$ cat src/rtl/seq_pkg.sv
// Shared constants and helpers for the parametrised sequence detector.
package seq_pkg;

  localparam int CNT_WRAP = 0;
  localparam int CNT_SAT  = 1;

  // Bits needed to represent a fill level of 0..n inclusive.
  function automatic int fill_width(input int n);
    return $clog2(n + 1);
  endfunction

endpackage

$ cat src/rtl/seq_detect_param_if.sv
// Serial-in / status-out bundle between a bit source and the detector.
interface seq_detect_param_if #(
  parameter int N  = 3,
  parameter int CW = 3
) ();

  logic                                x;
  logic                                en;
  logic [N-1:0]                        pattern;
  logic                                overlap;
  logic                                match;
  logic [CW-1:0]                       count;
  logic [seq_pkg::fill_width(N)-1:0]   fill;

  modport master (
    output x, en, pattern, overlap,
    input  match, count, fill
  );

  modport slave (
    input  x, en, pattern, overlap,
    output match, count, fill
  );

endinterface

$ cat src/rtl/seq_detect_param_match_counter.sv
// Match counter that either wraps modulo 2^CW or sticks at its maximum.
module match_counter
  import seq_pkg::*;
#(
  parameter int CW  = 3,
  parameter int SAT = CNT_WRAP
) (
  input  logic          clk,
  input  logic          reset,
  input  logic          inc,
  output logic [CW-1:0] count
);

  logic [CW-1:0] count_q, count_d;

  // NOTE: default every always_comb output first so no path leaves it unassigned (no latch).
  always_comb begin
    count_d = count_q;
    if (inc) begin
      if (SAT == CNT_SAT && count_q == '1) count_d = count_q;
      else                                 count_d = count_q + 1'b1;
    end
  end

  // NOTE: sequential state uses <= so every register samples pre-edge values.
  always_ff @(posedge clk) begin
    if (reset) count_q <= '0;
    else       count_q <= count_d;
  end

  assign count = count_q;

endmodule

$ cat src/rtl/seq_detect_param.sv
// Serial pattern detector: N-bit history, fill-level FSM, programmable compare.
module seq_detect_param
  import seq_pkg::*;
#(
  parameter int N   = 3,
  parameter int CW  = 3,
  parameter int SAT = CNT_WRAP
) (
  input  logic             clk,
  input  logic             reset,
  seq_detect_param_if.slave bus
);

  localparam int FW = fill_width(N);

  localparam logic [FW-1:0] FILL_EMPTY = '0;
  localparam logic [FW-1:0] FILL_FULL  = FW'(N);

  logic [N-1:0]  hist_q, hist_d, next_hist;
  logic [FW-1:0] fill_q, fill_d, next_fill;
  logic          match_q, match_d;
  logic          hit;

  always_comb begin
    next_hist = {hist_q[N-2:0], bus.x};
    next_fill = (fill_q == FILL_FULL) ? FILL_FULL : fill_q + 1'b1;
    // Fill guard keeps short histories (e.g. zeros after reset) from matching.
    hit       = bus.en && (next_fill == FILL_FULL) && (next_hist == bus.pattern);

    hist_d  = hist_q;
    fill_d  = fill_q;
    match_d = 1'b0;
    if (bus.en) begin
      hist_d  = next_hist;
      // Non-overlapping mode demands N fresh bits before the next match.
      fill_d  = (hit && !bus.overlap) ? FILL_EMPTY : next_fill;
      match_d = hit;
    end
  end

  always_ff @(posedge clk) begin
    if (reset) begin
      hist_q  <= '0;
      fill_q  <= FILL_EMPTY;
      match_q <= 1'b0;
    end else begin
      hist_q  <= hist_d;
      fill_q  <= fill_d;
      match_q <= match_d;
    end
  end

  match_counter #(
    .CW  (CW),
    .SAT (SAT)
  ) u_match_counter (
    .clk   (clk),
    .reset (reset),
    .inc   (hit),
    .count (bus.count)
  );

  assign bus.match = match_q;
  assign bus.fill  = fill_q;

endmodule

$ cat src/flat_wrapper.sv
// flat-port wrapper written by rule: the top's interface ports become plain ports
module seq_detect_param_flat import seq_pkg::*;
#(
  parameter int N   = 3,
  parameter int CW  = 3,
  parameter int SAT = CNT_WRAP
)
  (clk, reset, bus_x, bus_en, bus_pattern, bus_overlap, bus_match, bus_count, bus_fill);
  seq_detect_param_if #(.N(N), .CW(CW)) bus_i ();
  input  logic clk;
  input  logic reset;
  input wire logic [$bits(bus_i.x)-1:0] bus_x;
  input wire logic [$bits(bus_i.en)-1:0] bus_en;
  input wire logic [$bits(bus_i.pattern)-1:0] bus_pattern;
  input wire logic [$bits(bus_i.overlap)-1:0] bus_overlap;
  output wire logic [$bits(bus_i.match)-1:0] bus_match;
  output wire logic [$bits(bus_i.count)-1:0] bus_count;
  output wire logic [$bits(bus_i.fill)-1:0] bus_fill;
  assign bus_i.x = bus_x;
  assign bus_i.en = bus_en;
  assign bus_i.pattern = bus_pattern;
  assign bus_i.overlap = bus_overlap;
  assign bus_match = bus_i.match;
  assign bus_count = bus_i.count;
  assign bus_fill = bus_i.fill;
  seq_detect_param #(.N(N), .CW(CW), .SAT(SAT)) u_core (.clk(clk), .reset(reset), .bus(bus_i));
endmodule
$ cat config.mk
export PLATFORM = sky130hd
export DESIGN_NAME = seq_detect_param_flat
export DESIGN_NICKNAME = d
export VERILOG_FILES = /design/src/rtl/seq_pkg.sv /design/src/rtl/seq_detect_param_if.sv /design/src/rtl/seq_detect_param_match_counter.sv /design/src/rtl/seq_detect_param.sv /design/src/flat_wrapper.sv
export SDC_FILE = /design/constraint.sdc
export NUM_CORES = 1
export LEC_CHECK = 0
export CAP_MARGIN = 20
export CORE_AREA = 2 2 39 41
export CTS_CLUSTER_DIAMETER = 60
export CTS_CLUSTER_SIZE = 30
export DETAILED_ROUTE_END_ITERATION = 7
export DIE_AREA = 0 0 41 43
export PLACE_DENSITY_LB_ADDON = 0.1
export SLEW_MARGIN = 20
export SYNTH_ARGS = -nofsm -noshare
export SYNTH_HDL_FRONTEND = slang
export SYNTH_SLANG_ARGS = --single-unit
$ cat constraint.sdc
create_clock -name clk -period 2.3 [get_ports clk]
set_input_delay 0.345 -clock clk [delete_from_list [all_inputs] [get_ports clk]]
set_output_delay 0.345 -clock clk [all_outputs]
set_load 0.01 [all_outputs]
Yosys cells after proc, flatten, opt, wreduce, memory -nomap -nowiden
Index checks and enable logic that the tools add are counted.
{ "word_totals": {"register_bits": 8, "output_inout_bits": 6, "word_cells": 17} }
{ "op_classes": {"n_addsub": 2, "eq_ne": 3, "muxes": 2, "bitwise": 1, "n_reduce_logical": 5} }
{ "ops": {"columns": ["op", "count"], "rows": [
  ["$eq A2 B2 Y1 const B", 2],
  ["$mux W2", 2],
  ["$add A3 B1 Y3 const B", 1],
  ["$eq A3 B3 Y1", 1],
  ["$logic_and A1 B1 Y1", 3],
  ["$add A2 B1 Y2 const B", 1],
  ["$reduce_or A2 Y1", 1],
  ["$logic_not A1 Y1", 1],
  ["$not A1 Y1", 1]
]} }

Logic depth before layout (Yosys ltp)
Gate-level depths: netlist of run 1.
{ "depth": {"word_depth": 7, "ltp_mapped": 4, "depth_no_buf": 4} }

Modules after synthesis
A second synthesis of run 1 with hierarchy kept.
{ "hier_totals": {"cells_unflattened": 34, "area_unflattened_um2": 359.1} }
{ "by_module_without_submodules": {"columns": ["mod", "n_inst", "cells_each", "area_per_inst_um2", "seq_area_each_um2"], "rows": [
  ["seq_detect_param", 1, 23, 237.7, 100.1],
  ["match_counter", 1, 11, 121.4, 60.1]
]} }

Worst setup path after synthesis of run 1
OpenSTA, ideal clock, no wires.
{ "synth_timing": {"kind": "register to register", "start": "register u_core.fill_q[1] (netlist: u_core.bus.fill[1])", "end": "register u_core.u_match_counter.count_q[0] (netlist: u_core.u_match_counter.count[0])", "setup_ns": 0.121, "arrival_ns": 1.210, "t_required_ns": 2.179, "slack_ns": 0.969, "path_stages_with_launch": 4, "n_path_buf": 0, "synth_period_minus_slack_ns": 1.331, "cell_sequence": "dfxtp_1 -> nand2_4 -> nor4_4 -> mux2_4"} }
{ "synth_between": {"elab_chain_cells": 5, "word_cells_on_any_way": 6, "cone_classes": "add/sub (1); eq/ne (2); mux (1); reduce/logical (2)"} }
{ "synth_rtl": {"columns": ["element", "line", "rtl"], "rows": [
  ["start: declaration", "seq_detect_param.sv:20", "logic [FW-1:0] fill_q, fill_d, next_fill;"],
  ["start signal: assignment", "seq_detect_param.sv:48", "fill_q <= fill_d;"],
  ["$add A2 B1 Y2 or $eq A2 B2 Y1 (tied branches)", "seq_detect_param.sv:26", "next_fill = (fill_q == FILL_FULL) ? FILL_FULL : fill_q + 1'b1;"],
  ["$mux W2 (*)", "seq_detect_param.sv:26", null],
  ["$eq A2 B2 Y1 (*)", "seq_detect_param.sv:28", "hit = bus.en && (next_fill == FILL_FULL) && (next_hist == bus.pattern);"],
  ["$logic_and A1 B1 Y1 (*) (2 in a row)", "seq_detect_param.sv:28", null],
  ["end signal: assignment", "seq_detect_param_match_counter.sv:28", "else count_q <= count_d;"],
  ["end: declaration", "seq_detect_param_match_counter.sv:14", "logic [CW-1:0] count_q, count_d;"]
]} }
Every way passes the cells marked *; elsewhere a longest branch is shown, timed or not.
A chain may end at the register's enable or synchronous reset.

Worst setup path after layout of run 1
{ "layout_timing": {"start": "input bus_en", "end": "register u_core.u_match_counter.count_q[0] (netlist: u_core.u_match_counter.count[0])"} }
{ "layout_between": {"elab_chain_cells": 2} }
{ "layout_rtl": {"columns": ["element", "line", "rtl"], "rows": [
  ["start: declaration", "flat_wrapper.sv:13", "input wire logic [$bits(bus_i.en)-1:0] bus_en;"],
  ["$logic_and A1 B1 Y1 (2 in a row)", "seq_detect_param.sv:28", null]
]} }
No other way between the ends.

==> results.toml, run 1 <==
[global_routing]
antenna_found_initial = 0
grt_use_total = 0.108
grt_pass1_wl_mm = 1.21
grtUsageMet2 = 0.144
grt_use_met1 = 0.129
grt_util_met3 = 0.0471
grt_overflow_total = 0
grt_max_degree = 12
grt-busiest-layer = "met2"
first_global_vias = 291

[clock_tree]
cts_buffer_depth = 2
worstSkewPairLatency_ps = 250
post-cts-setup-buffers = 0
cts_resized = 0
cts_hold_buffers = 0
numCtsBuffers = 3
cts_tree = "built"
root_buffer = "clkbuf_4"
clock_sinks = 8
clk_pin_slew_ps = 50
htreeDepth = 1

[setup_path]
cp_slowest_stage_delay_ps = 670
crit_arrival_ps = 1860
path_buf_inv = 1
critical_path_class = "primary input to flop"
worstPathRequired_ps = 2440
start_kind = "primary input"
crit_chain = "clkdlybuf4s50_1 -> nand2_4 -> nor4_4 -> mux2_4"
critPathCaptureType = "flop"
cp_max_fo = 8
crit_slowest_cell = "clkdlybuf4s50_1"
path_delay_family = "buffers and inverters"

[floorplanning]
die_w_um = 41
num_rows = 14
ios = 14
start_util = 0.290
dieArea_sq_um = 1760
core_area_sq_um = 1380
die_h_um = 43

[outcome]
outcome = "completed"

[timing]
relSlewSlack = 0.736
report.final.slew_viol_count = 0
tightest_slew_ps = 394
skew_ps = 2.36
final-hold-violation-count = 0
setup_viol = 0
fin_crit_ps = 1730
setup-tns-final_ps = 0
fin_crit_sh = 0.750
rsz0062_at_grt = "false"
timing.hold.ws_ps = 496
fmax_ghz = 0.579

[yosys]
synth_cells = 38
yosysTopAreaCell = "dfxtp_1"
ys_seq_area_frac = 0.399
synth_nets = 47
ys_warn_count = 0
synth.avg_cell_area_sq_um = 10.6
synth.top_cell.area_share = 0.399
ys_ff_latch = 8
synthTopCellsByArea = "dfxtp_1 (40%), mux2i_1 (7.5%), xor2_1 (6.5%)"
ys_types = 20
mappedNetlistArea_sq_um = 402

[layout]
num_antenna_cells = 0
drive_above_1_share = 0.135
areaGrowthSynthToFinish_pct = 39.3
fin_nets = 63

[detailed_routing]
firstDrtPassIters = 2
via_per_inst = 4.72
drt-wirelength-per-cell_um = 11.3
drt_wl_total_um = 767
first_iter_violations = 1
via_count = 321
drc = 0
ant_nets = 0

[place]
dpl.hpwl_um = 584
port_buffers = 13
finalWeightedCongestion = 0.691

[min_path]
hold_class = "flop to flop"

[pwr]
p_total_uw = 298
peakVddDrop_mv = 0.180
p_leak_nw = 0.219
power_density_nw_per_um2 = 532

[flow_run]
maxCapViolCount = 0
[metal layers]
layer	share of wire	wire, um
met1	0.44	339
met2	0.46	350
met3	0.074	57
met4	0.027	21
met5	0	0
[cell type report]
class,instances,area [sq um]
fill,133,825
clock buffer,3,22.5
sequential,8,160
tap,16,20.0
timing repair buffer,13,130
multi-input combinational,28,226
[worst paths after layout]
kind                                                 from                                           end  slack, ps  cells after the start
max                                                bus_en  u_core.u_match_counter.count[0]$_SDFFE_PP0P_        570                      4
min          u_core.u_match_counter.count[1]$_SDFFE_PP0P_  u_core.u_match_counter.count[1]$_SDFFE_PP0P_        500                      2
max reg2reg               u_core.bus.fill[1]$_SDFFE_PP0P_  u_core.u_match_counter.count[0]$_SDFFE_PP0P_        910                      3
min reg2reg  u_core.u_match_counter.count[1]$_SDFFE_PP0P_  u_core.u_match_counter.count[1]$_SDFFE_PP0P_        500                      2
[cell usage in the layout, fill, tap and decap left out, drive strengths merged]
cell,Yosys,routed
mux2,2,2
clkdlybuf4s50,0,13
o21ai,1,1
nor2b,4,4
nand2b,2,2
dfxtp,8,8
nand2,1,1
xor2,3,3
mux2i,3,3
ha,1,1
nand3b,1,1
nor4,2,2
nand3,1,1
a21oi,1,1
nor2,4,4
clkbuf,1,3
a211oi,2,2
[registers in the layout, indices dropped and copies added, names as in the netlist]
name,cells
u_core.u_match_counter.count,3
u_core.bus.fill,2
u_core.hist_q,2
u_core.bus.match,1
[kinds of logic (layout without fill, tap and decap cells)]
logic type,Yosys count,in the layout,share of synthesized area
AOI/OAI and AO/OA,4,4,0.0623
xor gates and xnor gates,3,3,0.0654
adders and majority gates,1,1,0.0311
and+or+nand+nor,15,15,0.265
DFF,8,8,0.399
buffers and inverters,2,16,0.0374
muxes,5,5,0.140
[synthesized netlist by cell type]
cell	number
ha_1	1
clkbuf_1	1
nor2_1	4
nor2b_1	3
o21ai_0	1
nor4_1	1
nand3b_1	1
nand3_1	1
dfxtp_1	8
mux2_4	1
nor2b_2	1
buf_6	1
xor2_1	3
nand2b_1	2
nand2_4	1
mux2_1	1
a211oi_1	2
a21oi_1	1
mux2i_1	3
nor4_4	1
[worst min-delay path: stages (launching register included)]
cell and delay, ps:
dfxtp_1 320, nand2b_1 70, mux2i_1 60
[where the power goes]
part           switching (mW)  internal (mW)
clock network          0.0452         0.0595
registers             0.00473          0.143
logic                  0.0199         0.0247
total                  0.0699          0.228
[stage by stage]
stage / utilization / worst slack (ps) / area [sq um] / std cells
after global placement: 0.388 / 349 / 537 / 65
after CTS: 0.404 / 579 / 559 / 68
after floorplan: - / 969 / 402 / 38
after global routing: 0.404 / 519 / 559 / 68
final: 0.404 / 574 / 559 / 68
after detailed placement: 0.388 / 305 / 537 / 65
Power figures use the tool's default switching activity.
==> run 2, diff against run 1 <==
==> constraint.sdc (replaced) <==
create_clock -name clk -period 1.6 [get_ports clk]
set_input_delay 0.24 -clock clk [delete_from_list [all_inputs] [get_ports clk]]
set_output_delay 0.24 -clock clk [all_outputs]
set_load 0.01 [all_outputs]
==> run 2 against run 1 <==
  * Combinational power rose by 53%
  * Power grew 45%
  * Worst hold slack hardly changed
  * Die area stayed put
  * Via count increased by 2.5%
  * Sequential share of layout area decreased by 1.1 points
  * Global-route usage is 0.30 points higher
  * Wire length increased by 2.3%
  * Count of clock-buffer cells in the layout did not move
  * Cell area up 4.0%
  * Sequential cell count is the same
  * Cell count is 4.4% higher
  * Highest routed layer unchanged
==> results.toml, run 2 (synthesized netlist as in run 1, its figures left out) <==
[floorplanning]
core_area_sq_um = 1380
ios = 14
start_util = 0.290
die_h_um = 43
num_rows = 14
dieArea_sq_um = 1760
die_w_um = 41

[timing]
fin_ws_ps = 100
timing.hold.ws_ps = 496
rsz0062_at_grt = "false"
tightest_slew_ps = 356
fin_crit_ps = 1500
setup_viol = 0
skew_ps = 1.32
final-hold-violation-count = 0
relSlewSlack = 0.762
fmax_ghz = 0.667
fin_crit_sh = 0.937
report.final.slew_viol_count = 0

[global_routing]
first_global_vias = 325
grt_use_total = 0.111
grt_overflow_total = 0
antenna_found_initial = 0
grt_max_degree = 12
grt_pass1_wl_mm = 1.24

[setup_path]
start_kind = "flop"
path_buf_inv = 1
cp_max_fo = 5
critical_path_class = "flop to output port"
worstPathRequired_ps = 1360
cp_slowest_stage_delay_ps = 580
crit_slowest_cell = "clkdlybuf4s50_1"
crit_chain = "clkdlybuf4s50_1"
crit_arrival_ps = 1260
critPathCaptureType = "output port"
path_delay_family = "buffers and inverters"

[detailed_routing]
ant_nets = 0
first_iter_violations = 5
drc = 0
via_per_inst = 4.63
firstDrtPassIters = 4
drt-wirelength-per-cell_um = 11.1
via_count = 329
drt_wl_total_um = 785

[layout]
final_common_cell = "clkdlybuf4s50_1"
fillCellCount = 144
num_antenna_cells = 0
largest_register_ffs = 3
drive_above_1_share = 0.182
fin_cells = 71
areaGrowthSynthToFinish_pct = 44.9
fin_nets = 66
mostFrequentLayoutCells = "clkdlybuf4s50_1 (13), dfxtp_1 (8), nor2_1 (4)"

[place]
finalWeightedCongestion = 0.657
port_buffers = 13
dpl.hpwl_um = 631
dp_slack_ps = -119
dp_cells = 68

[clock_tree]
cts_tree = "built"
worstSkewPairLatency_ps = 250
post-cts-setup-buffers = 0
clock_sinks = 8
clk_pin_slew_ps = 50
cts_resized = 0
cts_hold_buffers = 0
numCtsBuffers = 3
root_buffer = "clkbuf_4"
htreeDepth = 1
cts_buffer_depth = 2

[flow_run]
maxCapViolCount = 0

[outcome]
outcome = "completed"

[pwr]
power_density_nw_per_um2 = 744
peakVddDrop_mv = 0.257
p_leak_nw = 0.234

[min_path]
hold_class = "flop to flop"
run 2: changes by cell type in the layout (fill, tap and decap cells not counted):
cell,change
buf_4,+3
run 2: per-stage QoR:
stage / util / setup TNS, ps / area, sq um / power [mW]
6_report: 0.420 / 0 / 582 / 0.433
5_1_grt: 0.420 / 0 / 582 / 0.463
4_1_cts: 0.420 / 0 / 582 / 0.442
3_5_place_dp: 0.404 / -190 / 559 / 0.286
3_3_place_gp: 0.404 / -177 / 559 / 0.284
2_1_floorplan: - / 0 / 402 / 0.252
run 2: cell type report:
class | count | area [sq um] | share of cell area
Clock buffer | 3 | 22.5 | 0.0387
Multi-Input combinational cell | 28 | 226 | 0.389
Sequential cell | 8 | 160 | 0.275
Tap cell | 16 | 20.0 | 0.0344
Timing Repair Buffer | 16 | 153 | 0.262
run 2: tightest hold or removal path, delay by kind of cell (launching register included):
kind / cells / cell delay (ps)
flops: 1 / 320
mux: 1 / 50
simple gates: 1 / 70
run 2: path summary, 6_finish.rpt:
kind	end	cells past startpoint	slack, ps	startpoint
hold / removal	u_core.u_match_counter.count[1]$_SDFFE_PP0P_	2	500	u_core.u_match_counter.count[1]$_SDFFE_PP0P_
setup reg to reg	u_core.u_match_counter.count[2]$_SDFFE_PP0P_	4	290	u_core.u_match_counter.count[0]$_SDFFE_PP0P_
hold reg to reg	u_core.u_match_counter.count[1]$_SDFFE_PP0P_	2	500	u_core.u_match_counter.count[1]$_SDFFE_PP0P_
setup / recovery	bus_fill[1]	1	100	u_core.bus.fill[1]$_SDFFE_PP0P_
run 2: layer usage:
metal,GRT usage,vias to the layer above,share of wire
met5,0,-,0
li1,-,164,-
met3,0.0471,2,0.062
met1,0.120,152,0.45
met2,0.163,11,0.46
met4,0.0800,0,0.023
run 2: where the power goes:
group	total (mW)	switching [mW]	leakage (nW)	internal (mW)
logic	0.0682	0.0294	0.155	0.0388
clock network	0.151	0.0657	0.0138	0.0856
registers	0.213	0.00703	0.0652	0.206
total	0.433	0.102	0.234	0.331
==> run 3, diff against run 2 <==
--- a/config.mk
+++ b/config.mk
@@ -11,7 +11,6 @@
 export CTS_CLUSTER_SIZE = 30
 export DETAILED_ROUTE_END_ITERATION = 7
 export DIE_AREA = 0 0 41 43
-export PLACE_DENSITY_LB_ADDON = 0.1
 export SLEW_MARGIN = 20
 export SYNTH_ARGS = -nofsm -noshare
 export SYNTH_HDL_FRONTEND = slang
==> run 3 against run 2 <==
  * Sequential share of layout area increased by 0.36 points
  * Cell count fell by 1.4%
  * Power is 0.36% lower
  * Count of clock-buffer cells in the layout stayed put
  * Sequential cell count did not move
  * Clock skew grew 1.3 ps
  * Largest cell class unchanged
==> results.toml, run 3 (synthesized netlist as in run 1, its figures left out) <==
[outcome]
outcome = "completed"

[clock_tree]
worstSkewPairLatency_ps = 250
htreeDepth = 1
cts_buffer_depth = 2
clk_pin_slew_ps = 50
numCtsBuffers = 3
root_buffer = "clkbuf_4"
cts_tree = "built"
post-cts-setup-buffers = 0
cts_hold_buffers = 0
clock_sinks = 8
cts_resized = 0

[setup_path]
worstPathRequired_ps = 1360
path_buf_inv = 1
path_delay_family = "buffers and inverters"
r2r_end = "u_core.u_match_counter.count[2]$_SDFFE_PP0P_"
cp_slowest_stage_delay_ps = 580
cp_max_fo = 5
crit_chain = "clkdlybuf4s50_1"
reg2reg_slack_ps = 330
crit_path_end = "bus_fill[1]"
start_kind = "flop"
crit_slowest_cell = "clkdlybuf4s50_1"
crit_start = "u_core.bus.fill[1]$_SDFFE_PP0P_"
ff2ff_path_depth = 3
cp.depth = 1
critPathCaptureType = "output port"
crit_arrival_ps = 1260
critical_path_class = "flop to output port"
worst_r2r_startpoint = "u_core.hist_q[1]$_SDFFE_PP0P_"

[timing]
fmax_ghz = 0.665
report.final.slew_viol_count = 0
setup_viol = 0
fin_crit_sh = 0.939
relSlewSlack = 0.758
final-hold-violation-count = 0
fin_ws_ps = 97.2
tightest_slew_ps = 361
fin_crit_ps = 1500
skew_ps = 2.62
rsz0062_at_grt = "false"

[floorplanning]
die_h_um = 43
die_w_um = 41
core_area_sq_um = 1380
dieArea_sq_um = 1760
ios = 14
num_rows = 14
start_util = 0.290

[global_routing]
first_global_vias = 237
grt_pass1_wl_mm = 1.08
grt_overflow_total = 0
antenna_found_initial = 0
grt_max_degree = 12
grt_use_total = 0.102

[layout]
largest_register_ffs = 3
drive_above_1_share = 0.167
fin_nets = 65
final-seq-area_sq_um = 160
final_common_cell = "clkdlybuf4s50_1"
multi_input_area_sq_um = 226
fin_area_sq_um = 574
fillCellCount = 145
areaGrowthSynthToFinish_pct = 43.0
mostFrequentLayoutCells = "clkdlybuf4s50_1 (13), dfxtp_1 (8), nor2_1 (4)"
num_antenna_cells = 0

[pwr]
p_leak_nw = 0.229
power_density_nw_per_um2 = 751
peakVddDrop_mv = 0.310
p_total_uw = 431

[place]
dp_slack_ps = -78.7
port_buffers = 13
dpl.hpwl_um = 575
finalWeightedCongestion = 0.625
post_dp_cell_area_sq_um = 552

[detailed_routing]
via_count = 317
routed.top_layer = "met4"
first_iter_violations = 5
route.met3.wl_um = 61
drc = 0
ant_nets = 0
via_per_inst = 4.53
wl_met2_um = 323
drt_wl_total_um = 687
drt-wirelength-per-cell_um = 9.81
firstDrtPassIters = 3
met1_length_um = 287

[min_path]
hold_class = "flop to flop"

[flow_run]
maxCapViolCount = 0
## run 3: cell type report
type / count / share of cell area
Timing Repair Buffer: 15 / 0.253
Sequential cell: 8 / 0.279
Tap cell: 16 / 0.0349
Clock buffer: 3 / 0.0392
Multi-Input combinational cell: 28 / 0.394
## run 3: metal layers
layer / up-vias / GRT usage
li1: 165 / -
met1: 140 / 0.123
met2: 10 / 0.113
met3: 2 / 0.0942
met4: 0 / 0.0600
met5: - / 0
## run 3: power breakdown
group	internal, mW	leakage (nW)	switching [mW]
Combinational	0.0373	0.151	0.0279
Sequential	0.206	0.0652	0.00699
Clock	0.0857	0.0138	0.0671
## run 3: how the worst min path moves through the flow
stage	slack (ps)	endpoint	cells after the start	startpoint
3_3_place_gp	490	u_core.u_match_counter.count[1]$_SDFFE_PP0P_	2	u_core.u_match_counter.count[1]$_SDFFE_PP0P_
6_report	500	u_core.u_match_counter.count[1]$_SDFFE_PP0P_	2	u_core.u_match_counter.count[1]$_SDFFE_PP0P_
5_1_grt	540	u_core.u_match_counter.count[1]$_SDFFE_PP0P_	2	u_core.u_match_counter.count[1]$_SDFFE_PP0P_
2_1_floorplan	390	u_core.hist_q[0]$_SDFFE_PP0P_	2	bus_x
3_5_place_dp	500	u_core.u_match_counter.count[1]$_SDFFE_PP0P_	2	u_core.u_match_counter.count[1]$_SDFFE_PP0P_
4_1_cts	510	u_core.u_match_counter.count[1]$_SDFFE_PP0P_	2	u_core.u_match_counter.count[1]$_SDFFE_PP0P_
## run 3: stage by stage
step	utilization	cells	setup TNS [ps]	hold WS, ps
global route	0.415	70	0	535
floorplan	-	38	0	387
detailed placement	0.399	67	-184	500
global placement	0.399	67	-103	485
CTS	0.415	70	0	507
finish	0.415	70	0	497
## run 3: tightest hold or removal path, stage by stage (launching register included)
cell,delay [ps]
dfxtp_1,320
nand2b_1,70
mux2i_1,60
==> edit, RTL diff (flow settings as in run 3) <==
`CW` is set to 3 in 4 places; all go to 2.
--- a/src/rtl/seq_detect_param_if.sv
+++ b/src/rtl/seq_detect_param_if.sv
@@ -1,7 +1,7 @@
 // Serial-in / status-out bundle between a bit source and the detector.
 interface seq_detect_param_if #(
   parameter int N  = 3,
-  parameter int CW = 3
+  parameter int CW = 2
 ) ();
 
   logic                                x;
--- a/src/rtl/seq_detect_param_match_counter.sv
+++ b/src/rtl/seq_detect_param_match_counter.sv
@@ -2,7 +2,7 @@
 module match_counter
   import seq_pkg::*;
 #(
-  parameter int CW  = 3,
+  parameter int CW  = 2,
   parameter int SAT = CNT_WRAP
 ) (
   input  logic          clk,
--- a/src/rtl/seq_detect_param.sv
+++ b/src/rtl/seq_detect_param.sv
@@ -3,7 +3,7 @@
   import seq_pkg::*;
 #(
   parameter int N   = 3,
-  parameter int CW  = 3,
+  parameter int CW  = 2,
   parameter int SAT = CNT_WRAP
 ) (
   input  logic             clk,
--- a/src/flat_wrapper.sv
+++ b/src/flat_wrapper.sv
@@ -2,7 +2,7 @@
 module seq_detect_param_flat import seq_pkg::*;
 #(
   parameter int N   = 3,
-  parameter int CW  = 3,
+  parameter int CW  = 2,
   parameter int SAT = CNT_WRAP
 )
   (clk, reset, bus_x, bus_en, bus_pattern, bus_overlap, bus_match, bus_count, bus_fill);
Ports: changed (resized bus_count); port bits go from 14 to 13. No check against the original RTL was run, so the function may have changed too.
==> edit against run 3 <==
Cell area fell by 9.4%; setup slack better by 0.059 ns; largest power group unchanged; sequential cell count decreased by 1; non-clock buffer count is 1 higher; total power is 4.2% lower; area after synthesis down 17%; die area unchanged; global-route usage shrank 0.78 points; wire length down 4.4%; cell count shrank 4.3%.
==> edit: results (changes against run 3) <==
Finish
  • Layout cells sized above 1: 0.216 (was 0.167)
  • Finished Layout Cells: 67 (was 70)
  • Layout fillers: 150 (was 145)

Synth
  • Post-Syn Nets: 41 (was 47)
  • Synth top cells by count: dfxtp_1 (7), nor2_1 (4), nor2b_1 (4), xor2_1 (3) (was dfxtp_1 (8), nor2_1 (4), mux2i_1 (3), nor2b_1 (3), xor2_1 (3))
  • Syn avg cell area: 10.2 um2 (was 10.6 um2)

Worst setup path
  • Largest stage delay on the critical path: 0.56 ns (was 0.58 ns)
  • Critical Path AT: 1.20 ns (was 1.26 ns)
  • R2R depth: 4 (was 3)
  • R2R Path End: u_core.u_match_counter.count[0] (was u_core.u_match_counter.count[2])
  • R2r setup slk: 0.27 ns (was 0.33 ns)

Drt
  • DR WL met3: 26 um (was 61 um)
  • DR iter-0 viols: 0 (was 5)
  • Met2 wire length: 300 um (was 323 um)
  • Vias per std cell: 4.16 (was 4.53)

Min path
  • HP Start: u_core.hist_q[1] (was u_core.u_match_counter.count[1])

Power and ir drop
  • Max VDD drop: 0.285 mV (was 0.310 mV)

Placed design
  • HPWL Detailed: 528 um (was 575 um)
  • Placed Instances: 63 (was 67)

Run status
  • Status: finished clean (unchanged)

GRT
  • GRT Total Usage: 0.0938 (was 0.102)
  • Met3 GRT Util: 0.0157 (was 0.0942)
  • First-pass GRT wire length: 1.05 mm (was 1.08 mm)

Timing
  • Tcrit/Tclk final: 0.902 (was 0.939)
  • Relative slew slack: 0.802 (was 0.758)
  • Skew final: 0.00332 ns (was 0.00262 ns)
## edit: cell types whose count changed in the layout (fill, tap and decap cells not counted), sizes merged
cell           change
dfxtp              -1
clkdlybuf4s50      -1
ha                 -1
buf                +2
clkbuf             +1
mux2i              -1
nand2b             -2
## edit: cells by family after synthesis
| kind of cell | after synthesis | share of synthesized area |
|---|---|---|
| and+or+nand+nor | 13 | 0.257 |
| DFF | 7 | 0.418 |
| AOI/OAI and AO/OA | 4 | 0.0746 |
| muxes | 4 | 0.138 |
| xor gates and xnor gates | 3 | 0.0784 |
| buffers and inverters | 2 | 0.0336 |
## edit: where the power goes
part	switching, mW	internal, mW	total [mW]
Sequential	0.00605	0.181	0.187
Clock	0.0615	0.0949	0.156
Combinational	0.0280	0.0412	0.0692
## edit: cell type report
type                            instances  area (um2)  area share
Clock buffer                            4        26.3      0.0505
Tap cell                               16        20.0      0.0385
Multi-Input combinational cell         24         184       0.353
Sequential cell                         7         140       0.269
Timing Repair Buffer                   16         150       0.288
